--- src/rtl/huffman_cfg_loader_if.sv ---
// Port bundle between a Huffman table source and the configuration loader.
// The loader takes the slave side; the source/encoder side takes the master side.
interface huffman_cfg_loader_if #(
    parameter int unsigned W = 8
);
    logic         start;
    logic         s_valid;
    logic         s_ready;
    logic [W-1:0] s_data;
    logic [W-1:0] s_code;
    logic [W-1:0] s_width;
    logic         s_last;
    logic [W-1:0] d_conf;
    logic [W-1:0] h_conf;
    logic [W-1:0] w_conf;
    logic         en_conf;
    logic         new_conf;
    logic         run_en;
    logic         busy;
    logic         done;
    logic         err;
    logic [1:0]   err_code;
    logic [8:0]   entry_cnt;

    modport master (
        output start, s_valid, s_data, s_code, s_width, s_last,
        input  s_ready, d_conf, h_conf, w_conf, en_conf, new_conf,
        input  run_en, busy, done, err, err_code, entry_cnt
    );

    modport slave (
        input  start, s_valid, s_data, s_code, s_width, s_last,
        output s_ready, d_conf, h_conf, w_conf, en_conf, new_conf,
        output run_en, busy, done, err, err_code, entry_cnt
    );
endinterface

--- src/rtl/huffman_cfg_loader.sv ---
// Loads a Huffman code table into the encoder, validating every entry and
// checking the Kraft sum is exactly complete before letting the encoder run.
module huffman_cfg_loader #(
    parameter int unsigned W = 8
) (
    input  logic                clk,
    input  logic                rst,
    huffman_cfg_loader_if.slave bus
);
    typedef enum logic [2:0] {IDLE, CLEAR, LOAD, CHECK, RUN, ERR} state_e;

    localparam logic [9:0] KRAFT_FULL = 10'd256;

    state_e       state_q, state_d;
    logic [9:0]   ksum_q, ksum_d;
    logic [8:0]   entry_cnt_q, entry_cnt_d;
    logic [W-1:0] d_conf_q, d_conf_d;
    logic [W-1:0] h_conf_q, h_conf_d;
    logic [W-1:0] w_conf_q, w_conf_d;
    logic         en_conf_q, en_conf_d;
    logic [1:0]   err_code_q, err_code_d;

    logic         xfer, width_ok, code_ok, entry_ok, overflow, accept, restart;
    logic [9:0]   wt, ksum_sum;

    always_comb begin
        xfer     = (state_q == LOAD) && bus.s_valid;
        width_ok = (bus.s_width >= W'(2)) && (bus.s_width <= W'(8));
        code_ok  = {1'b0, bus.s_code} < ((W+1)'(1) << bus.s_width[3:0]);
        entry_ok = width_ok && code_ok;
        // Weight is only meaningful once width_ok holds (shift amount 0..6).
        wt       = 10'd1 << (4'd8 - bus.s_width[3:0]);
        ksum_sum = ksum_q + wt;
        overflow = ksum_sum > KRAFT_FULL;
        accept   = xfer && entry_ok && !overflow;
        restart  = bus.start && (state_q inside {IDLE, RUN, ERR});
    end

    always_ff @(posedge clk or posedge rst) begin
        if (rst) state_q <= IDLE;
        else     state_q <= state_d;
    end

    always_comb begin
        state_d = state_q;
        case (state_q)
            IDLE:  if (bus.start) state_d = CLEAR;
            CLEAR: state_d = LOAD;
            LOAD: begin
                if (xfer) begin
                    if (!entry_ok || overflow) state_d = ERR;
                    else if (bus.s_last)       state_d = CHECK;
                end
            end
            CHECK: state_d = (ksum_q == KRAFT_FULL) ? RUN : ERR;
            RUN:   if (bus.start) state_d = CLEAR;
            ERR:   if (bus.start) state_d = CLEAR;
            default: state_d = IDLE;
        endcase
    end

    always_comb begin
        bus.s_ready  = (state_q == LOAD);
        bus.new_conf = (state_q == CLEAR);
        bus.busy     = (state_q == CLEAR) || (state_q == LOAD) || (state_q == CHECK);
        bus.run_en   = (state_q == RUN);
        bus.err      = (state_q == ERR);
        bus.done     = (state_q == CHECK) && (ksum_q == KRAFT_FULL);
    end

    always_comb begin
        ksum_d      = ksum_q;
        entry_cnt_d = entry_cnt_q;
        d_conf_d    = d_conf_q;
        h_conf_d    = h_conf_q;
        w_conf_d    = w_conf_q;
        en_conf_d   = 1'b0;
        err_code_d  = err_code_q;
        // Status is cleared on the start edge so CLEAR already shows a clean slate.
        if (restart) begin
            ksum_d      = '0;
            entry_cnt_d = '0;
            err_code_d  = '0;
        end
        if (accept) begin
            d_conf_d    = bus.s_data;
            h_conf_d    = bus.s_code;
            w_conf_d    = bus.s_width;
            en_conf_d   = 1'b1;
            ksum_d      = ksum_sum;
            entry_cnt_d = entry_cnt_q + 9'd1;
        end
        if (xfer && !entry_ok)           err_code_d = 2'b01;
        else if (xfer && overflow)       err_code_d = 2'b10;
        if ((state_q == CHECK) && (ksum_q != KRAFT_FULL)) err_code_d = 2'b11;
    end

    always_ff @(posedge clk or posedge rst) begin
        if (rst) begin
            ksum_q      <= '0;
            entry_cnt_q <= '0;
            d_conf_q    <= '0;
            h_conf_q    <= '0;
            w_conf_q    <= '0;
            en_conf_q   <= 1'b0;
            err_code_q  <= '0;
        end else begin
            ksum_q      <= ksum_d;
            entry_cnt_q <= entry_cnt_d;
            d_conf_q    <= d_conf_d;
            h_conf_q    <= h_conf_d;
            w_conf_q    <= w_conf_d;
            en_conf_q   <= en_conf_d;
            err_code_q  <= err_code_d;
        end
    end

    assign bus.d_conf    = d_conf_q;
    assign bus.h_conf    = h_conf_q;
    assign bus.w_conf    = w_conf_q;
    assign bus.en_conf   = en_conf_q;
    assign bus.err_code  = err_code_q;
    assign bus.entry_cnt = entry_cnt_q;
endmodule

--- src/flat_wrapper.sv ---
// flat-port wrapper written by rule: the top's interface ports become plain ports
module huffman_cfg_loader_flat 
#(
    parameter int unsigned W = 8
)
  (clk, rst, bus_start, bus_s_valid, bus_s_data, bus_s_code, bus_s_width, bus_s_last, bus_s_ready, bus_d_conf, bus_h_conf, bus_w_conf, bus_en_conf, bus_new_conf, bus_run_en, bus_busy, bus_done, bus_err, bus_err_code, bus_entry_cnt);
  huffman_cfg_loader_if #(.W(W)) bus_i ();
  input  logic clk;
  input  logic rst;
  input wire logic [$bits(bus_i.start)-1:0] bus_start;
  input wire logic [$bits(bus_i.s_valid)-1:0] bus_s_valid;
  input wire logic [$bits(bus_i.s_data)-1:0] bus_s_data;
  input wire logic [$bits(bus_i.s_code)-1:0] bus_s_code;
  input wire logic [$bits(bus_i.s_width)-1:0] bus_s_width;
  input wire logic [$bits(bus_i.s_last)-1:0] bus_s_last;
  output wire logic [$bits(bus_i.s_ready)-1:0] bus_s_ready;
  output wire logic [$bits(bus_i.d_conf)-1:0] bus_d_conf;
  output wire logic [$bits(bus_i.h_conf)-1:0] bus_h_conf;
  output wire logic [$bits(bus_i.w_conf)-1:0] bus_w_conf;
  output wire logic [$bits(bus_i.en_conf)-1:0] bus_en_conf;
  output wire logic [$bits(bus_i.new_conf)-1:0] bus_new_conf;
  output wire logic [$bits(bus_i.run_en)-1:0] bus_run_en;
  output wire logic [$bits(bus_i.busy)-1:0] bus_busy;
  output wire logic [$bits(bus_i.done)-1:0] bus_done;
  output wire logic [$bits(bus_i.err)-1:0] bus_err;
  output wire logic [$bits(bus_i.err_code)-1:0] bus_err_code;
  output wire logic [$bits(bus_i.entry_cnt)-1:0] bus_entry_cnt;
  assign bus_i.start = bus_start;
  assign bus_i.s_valid = bus_s_valid;
  assign bus_i.s_data = bus_s_data;
  assign bus_i.s_code = bus_s_code;
  assign bus_i.s_width = bus_s_width;
  assign bus_i.s_last = bus_s_last;
  assign bus_s_ready = bus_i.s_ready;
  assign bus_d_conf = bus_i.d_conf;
  assign bus_h_conf = bus_i.h_conf;
  assign bus_w_conf = bus_i.w_conf;
  assign bus_en_conf = bus_i.en_conf;
  assign bus_new_conf = bus_i.new_conf;
  assign bus_run_en = bus_i.run_en;
  assign bus_busy = bus_i.busy;
  assign bus_done = bus_i.done;
  assign bus_err = bus_i.err;
  assign bus_err_code = bus_i.err_code;
  assign bus_entry_cnt = bus_i.entry_cnt;
  huffman_cfg_loader #(.W(W)) u_core (.clk(clk), .rst(rst), .bus(bus_i));
endmodule
--- config.mk ---
export PLATFORM = sky130hd
export DESIGN_NAME = huffman_cfg_loader_flat
export DESIGN_NICKNAME = d
export VERILOG_FILES = /design/src/rtl/huffman_cfg_loader_if.sv /design/src/rtl/huffman_cfg_loader.sv /design/src/flat_wrapper.sv
export SDC_FILE = /design/constraint.sdc
export NUM_CORES = 1
export LEC_CHECK = 0
export CAP_MARGIN = 20
export CORE_ASPECT_RATIO = 0.7
export CORE_MARGIN = 3
export CORE_UTILIZATION = 54
export DETAILED_ROUTE_END_ITERATION = 7
export GPL_ROUTABILITY_DRIVEN = 0
export PLACE_DENSITY = 0.83
export SYNTH_ARGS = -nofsm -noshare
export SYNTH_HDL_FRONTEND = slang
export SYNTH_SLANG_ARGS = --single-unit
--- constraint.sdc ---
create_clock -name clk -period 4.58 [get_ports clk]
set_input_delay 0.458 -clock clk [delete_from_list [all_inputs] [get_ports clk]]
set_output_delay 0.458 -clock clk [all_outputs]
set_load 0.005 [all_outputs]
# ---- Word level (Yosys, flattened, before mapping)
# Index checks and enable logic that the tools add are counted.
dict set report op_classes {
  addsub 3
  order_cmp 4
  n_eq_ne 10
  shifts 2
  mux 15
  n_reduce_logical 21
}
# op n
set op_table {}
lappend op_table {{2-to-1 mux 10 bit} 2}
lappend op_table {{2-to-1 mux 9 bit} 2}
lappend op_table {{2-to-1 mux 3 bit} 4}
lappend op_table {{case mux 3 bit (4 select lines)} 1}
lappend op_table {{adder 10 bit} 1}
lappend op_table {{== test 10 x 9 -> 1 bit (second input constant)} 1}
lappend op_table {{> comparator 10 x 9 -> 1 bit (second input constant)} 1}
lappend op_table {{logical AND 1 bit} 10}
lappend op_table {{inequality test 10 x 9 -> 1 bit (second input constant)} 1}
lappend op_table {{<< shifter 1 x 4 -> 10 bit (first input constant)} 1}
lappend op_table {{adder 9 x 1 -> 9 bit (second input constant)} 1}
lappend op_table {{less-than comparator 8 x 9 -> 1 bit} 1}
lappend op_table {{<< shifter 1 x 4 -> 9 bit (first input constant)} 1}
lappend op_table {{greater-or-equal comparator 8 x 2 -> 1 bit (second input constant)} 1}
lappend op_table {{<= comparator 8 x 4 -> 1 bit (second input constant)} 1}
lappend op_table {{2-to-1 mux 2 bit} 4}
lappend op_table {{== test 3 x 2 -> 1 bit (second input constant)} 2}
lappend op_table {{== test 3 bit (second input constant)} 2}
lappend op_table {{inequality test 2 x 1 -> 1 bit (second input constant)} 2}
lappend op_table {{nonzero test 4 bit} 1}
lappend op_table {{subtractor 4 bit (first input constant)} 1}
lappend op_table {{== test 3 x 1 -> 1 bit (second input constant)} 1}
lappend op_table {{zero test 3 bit} 1}
lappend op_table {{logical OR 1 bit} 3}
lappend op_table {{other kinds (7)} 9}
dict set report word_totals {
  ff_bits 49
  in_bits 29
  word_cells 63
}

# ---- Depth between registers and ports, before layout
dict set report logic_depth {
  word_depth 8
  ltp_mapped 16
  mapped_depth_nobuf 13
}

# ---- Least setup slack after synthesis
# Ideal clock, no wire load.
dict set report synth_timing {
  path_kind {input port to flip-flop}
  from {input port bus_s_width[0]}
  to {register u_core.w_conf_q[0], in the netlist u_core.bus.w_conf[0]}
  t_arrival_ps 3765
  path_slack_ps 688
  cell_stages 14
  path_buffers 2
  cell_sequence {clkbuf_1 nor2_1 ha_1 or3_1 inv_1 ha_1 a211oi_2 o211ai_1 a21o_1 a211oi_1 o21bai_1 nor3_4 buf_4 mux2_1}
}
dict set report synth_between {
  elab_chain_cells 6
  elab_cells_between_ends 13
}
# element line
set synth_rtl {}
lappend synth_rtl {{from (decl)} flat_wrapper.sv:14} ;# input wire logic [$bits(bus_i.s_width)-1:0] bus_s_width;
lappend synth_rtl {{subtractor 4 bit} huffman_cfg_loader.sv:32} ;# wt = 10'd1 << (4'd8 - bus.s_width[3:0]);
lappend synth_rtl {{<< shifter 1 x 4 -> 10 bit} huffman_cfg_loader.sv:32}
lappend synth_rtl {{adder 10 bit} huffman_cfg_loader.sv:33} ;# ksum_sum = ksum_q + wt;
lappend synth_rtl {{> comparator 10 x 9 -> 1 bit} huffman_cfg_loader.sv:34} ;# overflow = ksum_sum > KRAFT_FULL;
lappend synth_rtl {{zero test 1 bit} huffman_cfg_loader.sv:35} ;# accept = xfer && entry_ok && !overflow;
lappend synth_rtl {{logical AND 1 bit} huffman_cfg_loader.sv:35}
lappend synth_rtl {{to (signal assigned)} huffman_cfg_loader.sv:112} ;# w_conf_q <= w_conf_d;
lappend synth_rtl {{to (decl)} huffman_cfg_loader.sv:19} ;# logic [W-1:0] w_conf_q, w_conf_d;
# Several ways; a longest one is shown, not always the timed one.
# A chain may end at the register's enable or synchronous reset.

# ---- Worst setup path in the final report
dict set report layout_timing {
  from {input port bus_s_width[0]}
  to {register u_core.ksum_q[7]}
}
dict set report layout_between {
  elab_chain_cells 7
  elab_cells_between_ends 15
}
# element line
set layout_rtl {}
lappend layout_rtl {{subtractor 4 bit} huffman_cfg_loader.sv:32}
lappend layout_rtl {{<< shifter 1 x 4 -> 10 bit} huffman_cfg_loader.sv:32}
lappend layout_rtl {{adder 10 bit} huffman_cfg_loader.sv:33}
lappend layout_rtl {{> comparator 10 x 9 -> 1 bit} huffman_cfg_loader.sv:34}
lappend layout_rtl {{zero test 1 bit} huffman_cfg_loader.sv:35}
lappend layout_rtl {{logical AND 1 bit} huffman_cfg_loader.sv:35}
lappend layout_rtl {{2-to-1 mux 10 bit / nonzero test 2 bit (equally long branches)} n/a}
lappend layout_rtl {{to (signal assigned)} huffman_cfg_loader.sv:108} ;# ksum_q <= ksum_d;
lappend layout_rtl {{to (decl)} huffman_cfg_loader.sv:15} ;# logic [9:0] ksum_q, ksum_d;
# Several ways; a longest one is shown, not always the timed one.

==> impl_metrics.yaml <==
status:
  status: "completed"
grt:
  grt_pass1_vias: 2384
  grt_pass1_wl_mm: 12.1
  overflow: 0
  grt_max_degree: 50
  grt_usage: 0.242
  antenna_found_initial: 0
clock_network:
  post-cts-setup-buffers: 0
  htreeDepth: 2
  root_buffer: "clkbuf_8"
  cts_resized: 0
  worstSkewPairLatency_ns: 0.30
  clk_pin_slew_worst_paths_ns: 0.09
  numClockSinks: 49
  cts_tree: "yes"
  cts.path.max_buffers: 2
  hold_buffers: 0
  numCtsBuffers: 5
die:
  io-pin-count: 71
  fp-row-count: 22
  die_area_um2: 6510
  die_h_um: 68.4
  core_area_um2: 5310
  die_w_um: 95.2
  start_util: 0.566
final_layout:
  fin_nets: 418
  drive_above_1_share: 0.103
  fillers: 388
  stdcell_count: 442
  seqCellArea_um2: 1230
  antenna_cells: 0
  area_growth_pct: 30.6
  multiInputGateArea_um2: 1700
  final_core_util: 0.739
sta:
  finalHoldViolCount: 0
  relSlewSlack: 0.434
  setup_viol: 0
  slew_violations: 0
  post-route-period-util: 0.948
  tightest_slew_ns: 0.846
  fin_hold_ws_ns: 0.337
  rsz0062_at_grt: "false"
  skew_ns: 0.0101
  max_freq_mhz: 230
  min_period_ns: 4.34
power_and_ir_drop:
  p_total_mw: 1.04
  p_leak_nw: 1.74
  p_per_area_nw_per_um2: 264
  ir_drop_uv: 157
critical_path:
  crit_top_cell: "ha_1"
  crit_type: "input port to register"
  reg2reg_slack_ns: 1.32
  reg2regPathDepth: 9
  worstSetupStartpointType: "input port"
  cp.buffers_inverters: 3
  rr_startpoint: "u_core.ksum_q[4]$_DFFE_PP0P_"
  cp_slowest_stage_delay_ns: 0.43
  critPathSlowestCell: "clkdlybuf4s50_1"
  path_delay_family: "compound AO/OA/AOI/OAI gates"
  crit-reg2reg-capture: "u_core.bus.entry_cnt[6]$_DFFE_PP0P_"
  arrival_ns: 4.53
  end_kind: "register"
  crit_chain: "clkdlybuf4s50_1, nor2_1, ha_1, or3_1, inv_1, ha_1, a211oi_2, o211ai_1, a21o_1, a211oi_1, o21bai_2, nor3_4, buf_12, mux2_2"
  cp.required_ns: 4.77
  worst-path-stages: 14
  crit_fanout: 30
placed_design:
  dp.cells: 433
  dpl.hpwl_mm: 5.41
  io_buffers: 70
synthesis:
  synth_nets: 346
  synthDistinctLibCells: 54
  yosysWarnings: 0
  synth-seq-area-share: 0.408
  syn_area_um2: 3010
  synth_top_area_cell: "dfrtp_1"
  ys.flop_type: "dfrtp_1"
  synth.top_cells.by_area: "dfrtp_1 (41%), ha_1 (7.9%), mux2_1 (6.4%)"
  ys_ff_latch: 49
  synth-edff-count: 0
  synth_top_area_share: 0.408
  synthCells: 297
  syn_area_per_cell_um2: 10.1
  synthArstFlopShare: 1.00
drt:
  via_per_inst: 5.76
  post-route-drc-count: 0
  ant_nets: 0
  dr_total_vias: 2544
  dr.first_iter.drc_count: 136
  first_pass_iters: 5
  wl_per_cell_um: 16.4
  drt-total-wl_mm: 7.25
flow_run:
  cap_violations: 0
worst_hold_path:
  hold_class: "input port to async pin"
worst max-delay path by stage:
stage,from,to,slack (ns)
2_1_floorplan,bus_s_width[0],u_core.bus.w_conf[0]$_DFFE_PP0P_,0.69
3_3_place_gp,bus_s_width[0],u_core.bus.entry_cnt[4]$_DFFE_PP0P_,0.13
3_5_place_dp,bus_s_width[0],u_core.bus.entry_cnt[6]$_DFFE_PP0P_,-0.05
4_1_cts,bus_s_width[0],u_core.bus.entry_cnt[6]$_DFFE_PP0P_,0.21
5_1_grt,bus_s_width[0],u_core.bus.w_conf[2]$_DFFE_PP0P_,0.06
6_report,bus_s_width[0],u_core.ksum_q[7]$_DFFE_PP0P_,0.24
synthesized netlist by cell type, types with 3 or more instances:
cell type,number
clkbuf_1,8
nand3_1,6
and3_1,3
mux2_2,4
nor2_1,18
buf_4,4
a21o_1,4
nor2b_1,8
a31o_2,5
nand2b_1,9
o21ai_0,9
inv_1,9
mux2_1,17
a211oi_1,6
mux2i_1,13
dfrtp_1,49
nor4_1,4
or2_2,7
ha_1,19
a21oi_1,7
nor3_1,4
a2111oi_0,5
nand2_1,30
or3_1,3
xnor2_1,6
metrics by stage:
stage	setup WS, ns	area [µm²]	TNS [ns]
floorplan	0.688	3010	0
global placement	0.134	3800	0
detailed placement	-0.0475	3800	-0.543
CTS	0.211	3890	0
global route	0.0569	3930	0
finish	0.239	3930	0
placed cells by master, fill, tap and decap left out, types with 4 or more instances in the layout:
cell type,instances
a2111oi_0,5
a211oi_1,6
a21o_1,4
a21oi_1,7
a31o_2,5
buf_4,6
clkbuf_8,6
clkdlybuf4s50_1,70
dfrtp_1,49
ha_1,19
inv_1,8
mux2_1,17
mux2_2,4
mux2i_1,13
nand2_1,30
nand2b_1,9
nand3_1,6
nor2_1,18
nor2b_1,8
nor3_1,4
nor4_1,4
o21ai_0,9
or2_2,7
xnor2_1,6
cell families (layout without fill, tap and decap cells):
logic type | count (synthesis) | in the layout | share of synthesized area
AO/OA/AOI/OAI | 56 | 56 | 0.136
XOR/XNOR | 8 | 8 | 0.0233
adder cells (fa/ha/maj) | 20 | 20 | 0.0857
buffers and inverters | 22 | 95 | 0.0329
flip-flops | 49 | 49 | 0.408
multiplexers | 34 | 34 | 0.122
AND/OR/NAND/NOR | 108 | 108 | 0.192
sequential cells by signal, indices dropped and copies added (netlist names):
register,cells
u_core.bus.w_conf,8
u_core.bus.h_conf,8
u_core.bus.d_conf,8
u_core.state_q,3
u_core.bus.err_code,2
u_core.bus.entry_cnt,9
u_core.ksum_q,10
u_core.bus.en_conf,1
final cells by class:
cell class | instances | share of cell area
clock inverters | 2 | 0.00350
inverters | 9 | 0.00860
well taps | 72 | 0.0229
clock buffers | 6 | 0.0210
flip-flops and latches | 49 | 0.312
repair buffers | 78 | 0.200
multi-input cells | 226 | 0.432
metal layers:
layer,track usage,vias to the layer above,share of wire
met5,0,-,0
met4,0.0647,0,0.015
met3,0.0495,19,0.064
met2,0.354,94,0.44
met1,0.362,1206,0.48
li1,-,1225,-
power breakdown:
part           internal, mW  switching (mW)  total, mW  leakage (nW)
Sequential            0.462          0.0375      0.500         0.677
Combinational         0.150           0.121      0.270          1.01
Clock                 0.123           0.144      0.267        0.0512
No activity file was read; power rests on OpenSTA's default activity.
